### src/rtl/xaui_phy_ctrl_pkg.sv
// Shared constants for the XAUI transceiver control OPB slave:
// register map, field widths and the bus FSM encoding.
package xaui_phy_ctrl_pkg;

    localparam logic [2:0] REG_RXEQMIX   = 3'd0;
    localparam logic [2:0] REG_RXEQPOLE  = 3'd1;
    localparam logic [2:0] REG_TXPREEMPH = 3'd2;
    localparam logic [2:0] REG_TXDIFF    = 3'd3;
    localparam logic [2:0] REG_STATUS    = 3'd4;
    localparam logic [2:0] REG_STICKY    = 3'd5;
    localparam logic [2:0] REG_LINKDN    = 3'd6;

    localparam int unsigned W_RXEQMIX  = 2;
    localparam int unsigned W_RXEQPOLE = 4;
    localparam int unsigned W_TXPRE    = 3;
    localparam int unsigned W_TXDIFF   = 3;
    localparam int unsigned W_STATUS   = 8;
    localparam int unsigned W_LINKDN   = 16;

    typedef enum logic {
        IDLE = 1'b0,
        ACK  = 1'b1
    } bus_state_e;

    // Channel-select field width; never narrower than one bit.
    function automatic int unsigned ch_bits(input int unsigned n);
        return (n <= 1) ? 1 : $clog2(n);
    endfunction

endpackage

### src/rtl/xaui_phy_ctrl_opb_if.sv
// OPB slave-side bus signals. Data, byte-enable and address keep the
// big-endian OPB numbering, so index 31 of a data word is its LSB.
interface xaui_phy_ctrl_opb_if;
    logic [0:31] OPB_ABus;
    logic [0:3]  OPB_BE;
    logic [0:31] OPB_DBus;
    logic        OPB_RNW;
    logic        OPB_select;
    logic        OPB_seqAddr;
    logic [0:31] Sl_DBus;
    logic        Sl_xferAck;
    logic        Sl_errAck;
    logic        Sl_retry;
    logic        Sl_toutSup;

    modport master (
        output OPB_ABus, OPB_BE, OPB_DBus, OPB_RNW, OPB_select, OPB_seqAddr,
        input  Sl_DBus, Sl_xferAck, Sl_errAck, Sl_retry, Sl_toutSup
    );

    modport slave (
        input  OPB_ABus, OPB_BE, OPB_DBus, OPB_RNW, OPB_select, OPB_seqAddr,
        output Sl_DBus, Sl_xferAck, Sl_errAck, Sl_retry, Sl_toutSup
    );
endinterface

### src/rtl/xaui_ch_status.sv
// Per-channel status path: two-flop synchroniser, sticky bits with
// write-1-to-clear, and a saturating counter of link-down events.
module xaui_ch_status
    import xaui_phy_ctrl_pkg::*;
#(
    parameter int unsigned LINK_BIT = 7
) (
    input  logic                clk,
    input  logic                rst_n,
    input  logic [W_STATUS-1:0] status_async,
    input  logic [W_STATUS-1:0] sticky_clr,
    input  logic                cnt_clr,
    output logic [W_STATUS-1:0] status_sync,
    output logic [W_STATUS-1:0] sticky,
    output logic [W_LINKDN-1:0] linkdn_cnt
);

    logic [W_STATUS-1:0] sync1_q, sync2_q;
    logic [W_STATUS-1:0] sticky_q, sticky_d;
    logic [W_LINKDN-1:0] cnt_q, cnt_d;
    logic                link_prev_q;
    logic                link_fall;

    // A set and a clear in the same cycle leave the bit set; likewise a
    // link-down event coincident with a clear leaves a count of one.
    always_comb begin
        link_fall = link_prev_q & ~sync2_q[LINK_BIT];
        sticky_d  = (sticky_q & ~sticky_clr) | sync2_q;
        cnt_d     = cnt_q;
        if (cnt_clr) begin
            cnt_d = link_fall ? W_LINKDN'(1) : '0;
        end else if (link_fall && (cnt_q != '1)) begin
            cnt_d = cnt_q + W_LINKDN'(1);
        end
    end

    always_ff @(posedge clk or negedge rst_n) begin
        if (!rst_n) begin
            sync1_q     <= '0;
            sync2_q     <= '0;
            sticky_q    <= '0;
            cnt_q       <= '0;
            link_prev_q <= 1'b0;
        end else begin
            sync1_q     <= status_async;
            sync2_q     <= sync1_q;
            sticky_q    <= sticky_d;
            cnt_q       <= cnt_d;
            link_prev_q <= sync2_q[LINK_BIT];
        end
    end

    assign status_sync = sync2_q;
    assign sticky      = sticky_q;
    assign linkdn_cnt  = cnt_q;

endmodule

### src/rtl/xaui_phy_ctrl_opb.sv
// OPB slave holding transceiver tuning and status registers for
// C_NUM_CH XAUI channels, 32 bytes of register space per channel.
module xaui_phy_ctrl_opb
    import xaui_phy_ctrl_pkg::*;
#(
    parameter logic [31:0] C_BASEADDR   = 32'h0000_0000,
    parameter logic [31:0] C_HIGHADDR   = 32'h0000_0000,
    parameter int unsigned C_NUM_CH     = 4,
    parameter logic [2:0]  C_TXDIFF_RST = 3'b100,
    parameter int unsigned C_LINK_BIT   = 7
) (
    input  logic                    OPB_Clk,
    input  logic                    OPB_Rst_n,
    xaui_phy_ctrl_opb_if.slave      opb,
    output logic [2*C_NUM_CH-1:0]   rxeqmix,
    output logic [4*C_NUM_CH-1:0]   rxeqpole,
    output logic [3*C_NUM_CH-1:0]   txpreemphasis,
    output logic [3*C_NUM_CH-1:0]   txdiffctrl,
    input  logic [8*C_NUM_CH-1:0]   xaui_status
);

    localparam int unsigned CH_BITS = ch_bits(C_NUM_CH);

    bus_state_e  state_q, state_d;
    logic [31:0] dbus_q, dbus_d;
    logic [31:0] a_trans, wdata, rdata;
    logic        a_match, be_lsb;
    logic [CH_BITS-1:0] ch;
    logic [2:0]  reg_idx;

    logic [C_NUM_CH-1:0][W_RXEQMIX-1:0]  rxeqmix_q, rxeqmix_d;
    logic [C_NUM_CH-1:0][W_RXEQPOLE-1:0] rxeqpole_q, rxeqpole_d;
    logic [C_NUM_CH-1:0][W_TXPRE-1:0]    txpre_q, txpre_d;
    logic [C_NUM_CH-1:0][W_TXDIFF-1:0]   txdiff_q, txdiff_d;
    logic [C_NUM_CH-1:0][W_STATUS-1:0]   status_s, sticky_s, sticky_clr;
    logic [C_NUM_CH-1:0][W_LINKDN-1:0]   cnt_s;
    logic [C_NUM_CH-1:0]                 cnt_clr;

    always_comb begin
        a_trans = opb.OPB_ABus - C_BASEADDR;
        a_match = (opb.OPB_ABus >= C_BASEADDR) && (opb.OPB_ABus <= C_HIGHADDR);
        ch      = a_trans[5 +: CH_BITS];
        reg_idx = a_trans[4:2];
        wdata   = opb.OPB_DBus;
        be_lsb  = opb.OPB_BE[3];
    end

    // Channel match by loop so an out-of-range index selects nothing.
    always_comb begin
        rdata = '0;
        for (int unsigned i = 0; i < C_NUM_CH; i++) begin
            if (ch == CH_BITS'(i)) begin
                case (reg_idx)
                    REG_RXEQMIX:   rdata = 32'(rxeqmix_q[i]);
                    REG_RXEQPOLE:  rdata = 32'(rxeqpole_q[i]);
                    REG_TXPREEMPH: rdata = 32'(txpre_q[i]);
                    REG_TXDIFF:    rdata = 32'(txdiff_q[i]);
                    REG_STATUS:    rdata = 32'(status_s[i]);
                    REG_STICKY:    rdata = 32'(sticky_s[i]);
                    REG_LINKDN:    rdata = 32'(cnt_s[i]);
                    default:       rdata = '0;
                endcase
            end
        end
    end

    always_comb begin
        state_d    = state_q;
        dbus_d     = '0;
        rxeqmix_d  = rxeqmix_q;
        rxeqpole_d = rxeqpole_q;
        txpre_d    = txpre_q;
        txdiff_d   = txdiff_q;
        sticky_clr = '0;
        cnt_clr    = '0;
        case (state_q)
            IDLE: begin
                if (a_match && opb.OPB_select) begin
                    state_d = ACK;
                    dbus_d  = rdata;
                    if (!opb.OPB_RNW) begin
                        for (int unsigned i = 0; i < C_NUM_CH; i++) begin
                            if (ch == CH_BITS'(i)) begin
                                case (reg_idx)
                                    REG_RXEQMIX:   if (be_lsb) rxeqmix_d[i]  = wdata[W_RXEQMIX-1:0];
                                    REG_RXEQPOLE:  if (be_lsb) rxeqpole_d[i] = wdata[W_RXEQPOLE-1:0];
                                    REG_TXPREEMPH: if (be_lsb) txpre_d[i]    = wdata[W_TXPRE-1:0];
                                    REG_TXDIFF:    if (be_lsb) txdiff_d[i]   = wdata[W_TXDIFF-1:0];
                                    REG_STICKY:    if (be_lsb) sticky_clr[i] = wdata[W_STATUS-1:0];
                                    REG_LINKDN:    cnt_clr[i] = 1'b1;
                                    default:       ;
                                endcase
                            end
                        end
                    end
                end
            end
            ACK:     state_d = IDLE;
            default: state_d = IDLE;
        endcase
    end

    always_ff @(posedge OPB_Clk or negedge OPB_Rst_n) begin
        if (!OPB_Rst_n) begin
            state_q    <= IDLE;
            dbus_q     <= '0;
            rxeqmix_q  <= '0;
            rxeqpole_q <= '0;
            txpre_q    <= '0;
            txdiff_q   <= {C_NUM_CH{C_TXDIFF_RST}};
        end else begin
            state_q    <= state_d;
            dbus_q     <= dbus_d;
            rxeqmix_q  <= rxeqmix_d;
            rxeqpole_q <= rxeqpole_d;
            txpre_q    <= txpre_d;
            txdiff_q   <= txdiff_d;
        end
    end

    for (genvar g = 0; g < C_NUM_CH; g++) begin : g_ch
        xaui_ch_status #(
            .LINK_BIT(C_LINK_BIT)
        ) u_ch (
            .clk         (OPB_Clk),
            .rst_n       (OPB_Rst_n),
            .status_async(xaui_status[8*g +: 8]),
            .sticky_clr  (sticky_clr[g]),
            .cnt_clr     (cnt_clr[g]),
            .status_sync (status_s[g]),
            .sticky      (sticky_s[g]),
            .linkdn_cnt  (cnt_s[g])
        );
    end

    assign opb.Sl_DBus    = dbus_q;
    assign opb.Sl_xferAck = (state_q == ACK);
    assign opb.Sl_errAck  = 1'b0;
    assign opb.Sl_retry   = 1'b0;
    assign opb.Sl_toutSup = 1'b0;

    assign rxeqmix       = rxeqmix_q;
    assign rxeqpole      = rxeqpole_q;
    assign txpreemphasis = txpre_q;
    assign txdiffctrl    = txdiff_q;

    logic unused_ok;
    assign unused_ok = ^{opb.OPB_seqAddr, opb.OPB_BE[0:2], a_trans[31:5+CH_BITS],
                         a_trans[1:0], wdata[31:W_STATUS]};

endmodule

### src/flat_wrapper.sv
// flat-port wrapper written by rule: the top's interface ports become plain ports
module xaui_phy_ctrl_opb_flat import xaui_phy_ctrl_pkg::*;
#(
    parameter logic [31:0] C_BASEADDR   = 32'h0000_0000,
    parameter logic [31:0] C_HIGHADDR   = 32'h0000_0000,
    parameter int unsigned C_NUM_CH     = 4,
    parameter logic [2:0]  C_TXDIFF_RST = 3'b100,
    parameter int unsigned C_LINK_BIT   = 7
)
  (OPB_Clk, OPB_Rst_n, rxeqmix, rxeqpole, txpreemphasis, txdiffctrl, xaui_status, opb_OPB_ABus, opb_OPB_BE, opb_OPB_DBus, opb_OPB_RNW, opb_OPB_select, opb_OPB_seqAddr, opb_Sl_DBus, opb_Sl_xferAck, opb_Sl_errAck, opb_Sl_retry, opb_Sl_toutSup);
  xaui_phy_ctrl_opb_if opb_i ();
  input  logic OPB_Clk;
  input  logic OPB_Rst_n;
  output logic [2*C_NUM_CH-1:0] rxeqmix;
  output logic [4*C_NUM_CH-1:0] rxeqpole;
  output logic [3*C_NUM_CH-1:0] txpreemphasis;
  output logic [3*C_NUM_CH-1:0] txdiffctrl;
  input  logic [8*C_NUM_CH-1:0] xaui_status;
  input wire logic [$bits(opb_i.OPB_ABus)-1:0] opb_OPB_ABus;
  input wire logic [$bits(opb_i.OPB_BE)-1:0] opb_OPB_BE;
  input wire logic [$bits(opb_i.OPB_DBus)-1:0] opb_OPB_DBus;
  input wire logic [$bits(opb_i.OPB_RNW)-1:0] opb_OPB_RNW;
  input wire logic [$bits(opb_i.OPB_select)-1:0] opb_OPB_select;
  input wire logic [$bits(opb_i.OPB_seqAddr)-1:0] opb_OPB_seqAddr;
  output wire logic [$bits(opb_i.Sl_DBus)-1:0] opb_Sl_DBus;
  output wire logic [$bits(opb_i.Sl_xferAck)-1:0] opb_Sl_xferAck;
  output wire logic [$bits(opb_i.Sl_errAck)-1:0] opb_Sl_errAck;
  output wire logic [$bits(opb_i.Sl_retry)-1:0] opb_Sl_retry;
  output wire logic [$bits(opb_i.Sl_toutSup)-1:0] opb_Sl_toutSup;
  assign opb_i.OPB_ABus = opb_OPB_ABus;
  assign opb_i.OPB_BE = opb_OPB_BE;
  assign opb_i.OPB_DBus = opb_OPB_DBus;
  assign opb_i.OPB_RNW = opb_OPB_RNW;
  assign opb_i.OPB_select = opb_OPB_select;
  assign opb_i.OPB_seqAddr = opb_OPB_seqAddr;
  assign opb_Sl_DBus = opb_i.Sl_DBus;
  assign opb_Sl_xferAck = opb_i.Sl_xferAck;
  assign opb_Sl_errAck = opb_i.Sl_errAck;
  assign opb_Sl_retry = opb_i.Sl_retry;
  assign opb_Sl_toutSup = opb_i.Sl_toutSup;
  xaui_phy_ctrl_opb #(.C_BASEADDR(C_BASEADDR), .C_HIGHADDR(C_HIGHADDR), .C_NUM_CH(C_NUM_CH), .C_TXDIFF_RST(C_TXDIFF_RST), .C_LINK_BIT(C_LINK_BIT)) u_core (.OPB_Clk(OPB_Clk), .OPB_Rst_n(OPB_Rst_n), .opb(opb_i), .rxeqmix(rxeqmix), .rxeqpole(rxeqpole), .txpreemphasis(txpreemphasis), .txdiffctrl(txdiffctrl), .xaui_status(xaui_status));
endmodule
### config.mk
export PLATFORM = sky130hd
export DESIGN_NAME = xaui_phy_ctrl_opb_flat
export DESIGN_NICKNAME = d
export VERILOG_FILES = /design/src/rtl/xaui_phy_ctrl_pkg.sv /design/src/rtl/xaui_phy_ctrl_opb_if.sv /design/src/rtl/xaui_ch_status.sv /design/src/rtl/xaui_phy_ctrl_opb.sv /design/src/flat_wrapper.sv
export SDC_FILE = /design/constraint.sdc
export NUM_CORES = 1
export LEC_CHECK = 0
export CAP_MARGIN = 20
export CORE_MARGIN = 2
export CORE_UTILIZATION = 35
export CTS_CLUSTER_DIAMETER = 30
export DETAILED_ROUTE_END_ITERATION = 8
export PLACE_DENSITY_LB_ADDON = 0.08
export SETUP_SLACK_MARGIN = 0.02
export SLEW_MARGIN = 20
export SYNTH_ARGS = -nofsm -noshare
export SYNTH_HDL_FRONTEND = slang
export SYNTH_SLANG_ARGS = --single-unit
### constraint.sdc
create_clock -name OPB_Clk -period 2.4 [get_ports OPB_Clk]
set_clock_uncertainty 0.1 [all_clocks]
set_input_delay 0.48 -clock OPB_Clk [delete_from_list [all_inputs] [get_ports OPB_Clk]]
set_output_delay 0.48 -clock OPB_Clk [all_outputs]
set_load 0.03 [all_outputs]
* Word level (Yosys, flattened, before mapping)
Cells that the tools add are included.
** Word-level totals
- Bits in registers :: 245
- Input bits :: 105
- Output and inout port bits :: 84
- Logic and storage cells :: 148
** Operators by class
- $lt $le $gt $ge :: 2
- Bitwise operators :: 22
- Equal/unequal tests :: 13
- Reductions and logical operators :: 28
- Add/subtract/negate cells :: 4
- Mux-type cells :: 41
** Operators with widths (number)
- $pmux 16 s7 :: 4
- $mux 32 :: 9
- $mux 16 :: 8
- $reduce_and 6->1 :: 16
- $add 16x1->16 const B :: 4
- $ne 16x16->1 const B :: 4
- $mux 8 :: 6
- $and 8x8->8 :: 4
- $ge 32x1->1 const B :: 1
- $le 32x1->1 const B :: 1
- $not 8->8 :: 4
- $or 8x8->8 :: 4
- $mux 4 :: 3
- $mux 1 :: 10
- $eq 3x3->1 const B :: 3
- $reduce_bool 2->1 :: 4
- $eq 3x2->1 const B :: 2
- $logic_and 1x1->1 :: 6
- $not 1->1 :: 6
- $and 1x1->1 :: 4
- $eq 2x2->1 const B :: 2
- $eq 3x1->1 const B :: 1
- $logic_not 3->1 :: 1
- $eq 2x1->1 const B :: 1
- other kinds (2) :: 2

* Logic depth before layout (Yosys ltp)
- Depth after elaboration :: 9
- Depth in mapped cells :: 5
- Depth with buffers taken out :: 5

* Hierarchy
From an unflattened synthesis, not the netlist that was laid out.
** Unflattened totals
- Cell total of the unflattened synthesis :: 309
- Area, all modules :: 3937.5 µm²
** Modules (own cells, without submodules)
- xaui_phy_ctrl_opb :: seq. area each 1631.6 µm², instances 1, cells each 169, area an instance 2238.4 µm²
- xaui_ch_status :: seq. area each 1026.0 µm², instances 1, cells each 140, area an instance 1699.1 µm²

* Least setup slack after synthesis
OpenSTA, ideal clock, no wires.
- Kind :: in2reg
- Start point :: input opb_OPB_ABus[3]
- End point :: register u_core.rxeqmix_q, in the netlist u_core.rxeqmix[0]
- Path buffers :: 1
- Data required time :: 2175 ps
- Setup time :: 125 ps
- Data arrival time :: 1709 ps
- Slack :: 466 ps
- Stages on the path :: 5
- Cell sequence :: buf_2 > nor4_1 > nand3_1 > nor4_2 > mux2_2
** On the way
- Longest elaborated chain between the ends :: 4
- Elaborated cells on any way between the ends :: 6
- Classes of those cells :: order compare (2); reduce/logical (4)
** RTL lines
- start, declared :: line flat_wrapper.sv:19 : input wire logic [$bits(opb_i.OPB_ABus)-1:0] opb_OPB_ABus;
- $ge 32x1->1 / $le 32x1->1 (equally long branches) :: line xaui_phy_ctrl_opb.sv:41 : a_match = (opb.OPB_ABus >= C_BASEADDR) && (opb.OPB_ABus <= C_HIGHADDR);
- $logic_and 1x1->1 :: line xaui_phy_ctrl_opb.sv:41
- $logic_and 1x1->1 :: line xaui_phy_ctrl_opb.sv:78 : if (a_match && opb.OPB_select) begin
- $reduce_and 6->1 (no source line) *
- end signal, assigned :: line xaui_phy_ctrl_opb.sv:114 : rxeqmix_q <= rxeqmix_d;
- end, declared :: line xaui_phy_ctrl_opb.sv:31 : logic [C_NUM_CH-1:0][W_RXEQMIX-1:0] rxeqmix_q, rxeqmix_d;
Mark *: on every way between the ends. The rest lies on a longest branch, timed or not.
A chain may end at the register's enable or synchronous reset.

* Final worst setup path
- Start point :: register u_core.txdiff_q, in the netlist u_core.txdiffctrl[8]
- End point :: output txdiffctrl[8]
** RTL lines
- start, declared :: line xaui_phy_ctrl_opb.sv:34 : logic [C_NUM_CH-1:0][W_TXDIFF-1:0] txdiff_q, txdiff_d;
- start signal, assigned :: line xaui_phy_ctrl_opb.sv:110 : txdiff_q <= {C_NUM_CH{C_TXDIFF_RST}};
- start signal, assigned :: line xaui_phy_ctrl_opb.sv:117 : txdiff_q <= txdiff_d;
- end, declared :: line flat_wrapper.sv:17 : output logic [3*C_NUM_CH-1:0] txdiffctrl;
No word-level cell between the ends.

==> results.txt <==
----------------------------------------------------
[Placement]
  IO buf count ... around 110
  Placed Instances ... 444
  GPL Wtd Cong ... about 0.80
  Post-DP HPWL ... 4530 um

[Cells and area]
  Non-filler cells, final ... between 400 and 500
  Fraction of layout instances using a drive strength above 1 ... 9.71%
  Highest-count cells in the layout ignoring fill and taps ... sky130_fd_sc_hd__clkdlybuf4s50_1, sky130_fd_sc_hd__dfrtp_1, sky130_fd_sc_hd__conb_1, sky130_fd_sc_hd__xnor2_1, sky130_fd_sc_hd__clkbuf_8
  Area added between synthesis and finish ... 38.9%
  Number of antenna diodes ... 0
  Post-layout nets ... approximately 450
  Most common cell after layout, fill and taps aside ... sky130_fd_sc_hd__clkdlybuf4s50_1
  Final core utilization ... 49.5%

[Floorplanning]
  Area of the core ... 9110 um^2
  Horiz. Die Dim ... roughly 100 um
  Die boundary height ... around 100 um
  Initial core utilization ... 35.6%
  Area of the die ... ~10000 um^2
  Site row count ... 35
  Count of boundary I/O pins ... 189

[STA]
  Fin crit share ... 89.3%
  Fmax ... approximately 470 MHz
  Final setup violation count ... 0
  Setup TNS ... 0 ns
  Final critical delay including setup and external delays ... ~2.1 ns
  Setup repair after global routing missed its margin ... false
  Hold Violations, Final ... 0
  Final count of pins violating max slew ... 0
  Tightest slew margin relative to the limit ... 67.0%
  Transition at the pin with the smallest max-transition slack ... 0.490 ns

[Critical path]
  CP arrival ... 1.56 ns
  Crit path required time ... 1.82 ns
  Worst Path Max Fanout ... 2
  Critical Path Source Type ... flop
  Critical path start-end classification ... flop to output port
  Worst setup EP type ... output port
  CP cell instances ... clkdlybuf4s50_1
  Worst path bufs/invs ... 1
  Crit path max-delay cell type ... sky130_fd_sc_hd__clkdlybuf4s50_1
  Worst stage delay on the critical path ... 0.67 ns
  Largest delay contributor family on the critical path ... buffers and inverters

[Synthesis]
  Async S/R FF share, synth ... 100%
  Most frequently used flop master after synthesis ... sky130_fd_sc_hd__dfrtp_1
  Post-synthesis cell area ... ~3200 um^2
  Sequential-to-total area share from yosys stat ... a little over two thirds
  Number of cells produced by synthesis ... 256
  EDFF count, synth ... 0
  Synth Area per Inst ... 12.7 um^2
  Unique cell type count in the Yosys netlist ... 36
  Register bit count reported by yosys ... 90
  Yosys warns ... 0

[Clocking]
  Number of clock sinks ... 90
  TritonCTS clock tree ... yes
  Clock transition at the registers of the reported paths ... 0.09 ns
  Source-to-sink clock delay at the later pin of the worst-skew pair ... roughly 0.35 ns
  Post-CTS setup buffers ... 0
  Master cell of the clock root buffer ... sky130_fd_sc_hd__clkbuf_8
  Maximum clock insertion buffer count ... 2
  Number of buffers inserted during clock tree synthesis ... 9
  Total number of H-tree levels ... 3

[Power and ir drop]
  Worst IR drop on VDD ... 0.000295 V
  P_leak ... 1.98 nW
  Power Density ... roughly 660 nW/um^2

[Drt]
  Post-route ant nets ... 0
  Final routed DRC violation total ... 0
  Via-to-Cell Ratio ... 4.26
  Post-detailed-routing wire length ... between 6000 and 7000 um
  Vias ... 1965
  Routed length per instance ... 13.2 um
  Number of DRC markers after the initial detailed-route iteration ... 42
  Drt first pass iters ... 4

[Global route]
  Antenna violations before repair ... 0
  Pin count of the biggest net entering global routing ... 43
  Total congestion overflow ... 0
  First-pass GRT wire length ... ~10000 um
  Overall fraction of global-route tracks in use ... 13.1%
  Via count of the first global-routing pass ... around 2.1k

[Worst hold path]
  Hold/Removal Path Class ... flop to flop

[Outcome]
  Result of the run ... finished, final reports clean

[Run]
  Max-cap violations ... 0

----------------------------------------------------
## sequential cells by signal (all words and copies together) (netlist names), 2 cells and up
name	flops
u_core.g_ch.u_ch.linkdn_cnt	16
u_core.g_ch.u_ch.status_sync	3
u_core.g_ch.u_ch.sticky	2
u_core.g_ch.u_ch.sync1_q	3
u_core.opb.Sl_DBus	16
u_core.rxeqmix	8
u_core.rxeqpole	16
u_core.txdiffctrl	12
u_core.txpreemphasis	12
## timing repair
item | in CTS | in global routing
resized for setup | 0 | 0
hold buffers | 1 | 0
endpoints found under the hold margin | 27 | 0
## final timing paths
check / slack, ns / endpoint / depth (start not counted) / start
worst min register to register: 0.26 / u_core.g_ch[0].u_ch.status_sync[7] / 0 / u_core.g_ch[0].u_ch.sync1_q[7]
max in group asynchronous: 1.02 / u_core.txdiffctrl[2] / 3 / OPB_Rst_n
worst max-delay path: 0.26 / txdiffctrl[8] / 1 / u_core.txdiffctrl[8]
min in group asynchronous: 0.53 / u_core.txpreemphasis[8] / 2 / OPB_Rst_n
worst min-delay path: 0.26 / u_core.g_ch[0].u_ch.status_sync[7] / 0 / u_core.g_ch[0].u_ch.sync1_q[7]
worst max register to register: 0.37 / u_core.g_ch[0].u_ch.linkdn_cnt[1] / 5 / u_core.g_ch[0].u_ch.linkdn_cnt[0]
## cell type report
type                    instances  area [um^2]
well taps                     111          139
multi-input cells             130          778
fillers                       814         4600
repair buffers                113         1130
clock inverters                 6         73.8
flip-flops and latches         90         2260
clock buffers                  10          128
inverters                       1         3.75
## where the power goes
part / switching [mW] / leakage [nW] / internal (mW)
Sequential: 0.0616 / 1.17 / 1.58
Combinational: 0.166 / 0.707 / 0.154
Clock: 0.537 / 0.102 / 0.497
Total: 0.765 / 1.98 / 2.23
## cell families after synthesis
logic type / share of synthesized area, %
fa+ha+maj: 0.386
other cells: 0.116
compound gates: 4.05
flops: 69.6
buf+inv: 10.1
xor+xnor: 3.51
mux: 2.35
simple gates: 9.88
## synthesized netlist by cell type (2+ instances only)
master	count	area share (%)
sky130_fd_sc_hd__a31oi_1	3	0.58
sky130_fd_sc_hd__or2_2	2	0.39
sky130_fd_sc_hd__nor2_1	7	0.81
sky130_fd_sc_hd__o2111ai_1	2	0.54
sky130_fd_sc_hd__dfrtp_1	86	66
sky130_fd_sc_hd__a21oi_1	2	0.31
sky130_fd_sc_hd__xnor2_1	13	3.5
sky130_fd_sc_hd__dfstp_2	4	3.2
sky130_fd_sc_hd__nor4_1	7	1.4
sky130_fd_sc_hd__mux2_2	5	1.7
sky130_fd_sc_hd__nand4_1	7	1.4
sky130_fd_sc_hd__buf_4	19	4.4
sky130_fd_sc_hd__nand2_1	7	0.81
sky130_fd_sc_hd__nand2b_1	4	0.77
sky130_fd_sc_hd__o21ai_0	6	0.93
sky130_fd_sc_hd__and4_1	2	0.54
sky130_fd_sc_hd__clkbuf_1	47	5.4
sky130_fd_sc_hd__nand3_1	7	1.1
sky130_fd_sc_hd__and3_1	3	0.58
sky130_fd_sc_hd__nor3_1	3	0.46
sky130_fd_sc_hd__o211ai_1	2	0.46
sky130_fd_sc_hd__nand3b_1	3	0.69
sky130_fd_sc_hd__mux2i_1	2	0.62
## layer usage
metal	GRT usage (%)	wire length (um)	vias to the layer above
met5	0	0	-
met4	7.27	169	0
met1	16.6	2540	919
met3	5.43	535	15
met2	19.1	2840	75
li1	-	-	956
## stage by stage
step | total power [mW] | setup WS, ns | area [um^2] | hold slack, ns
after floorplan | 1.86 | 0.466 | 3360 | 0.0844
after global placement | 1.99 | 0.0146 | 4290 | 0.233
after detailed placement | 2.00 | -0.0377 | 4290 | 0.244
after CTS | 3.05 | 0.221 | 4510 | 0.264
after global routing | 3.14 | 0.196 | 4510 | 0.268
final | 3.00 | 0.256 | 4510 | 0.258
(Power assumes the default switching activity.)
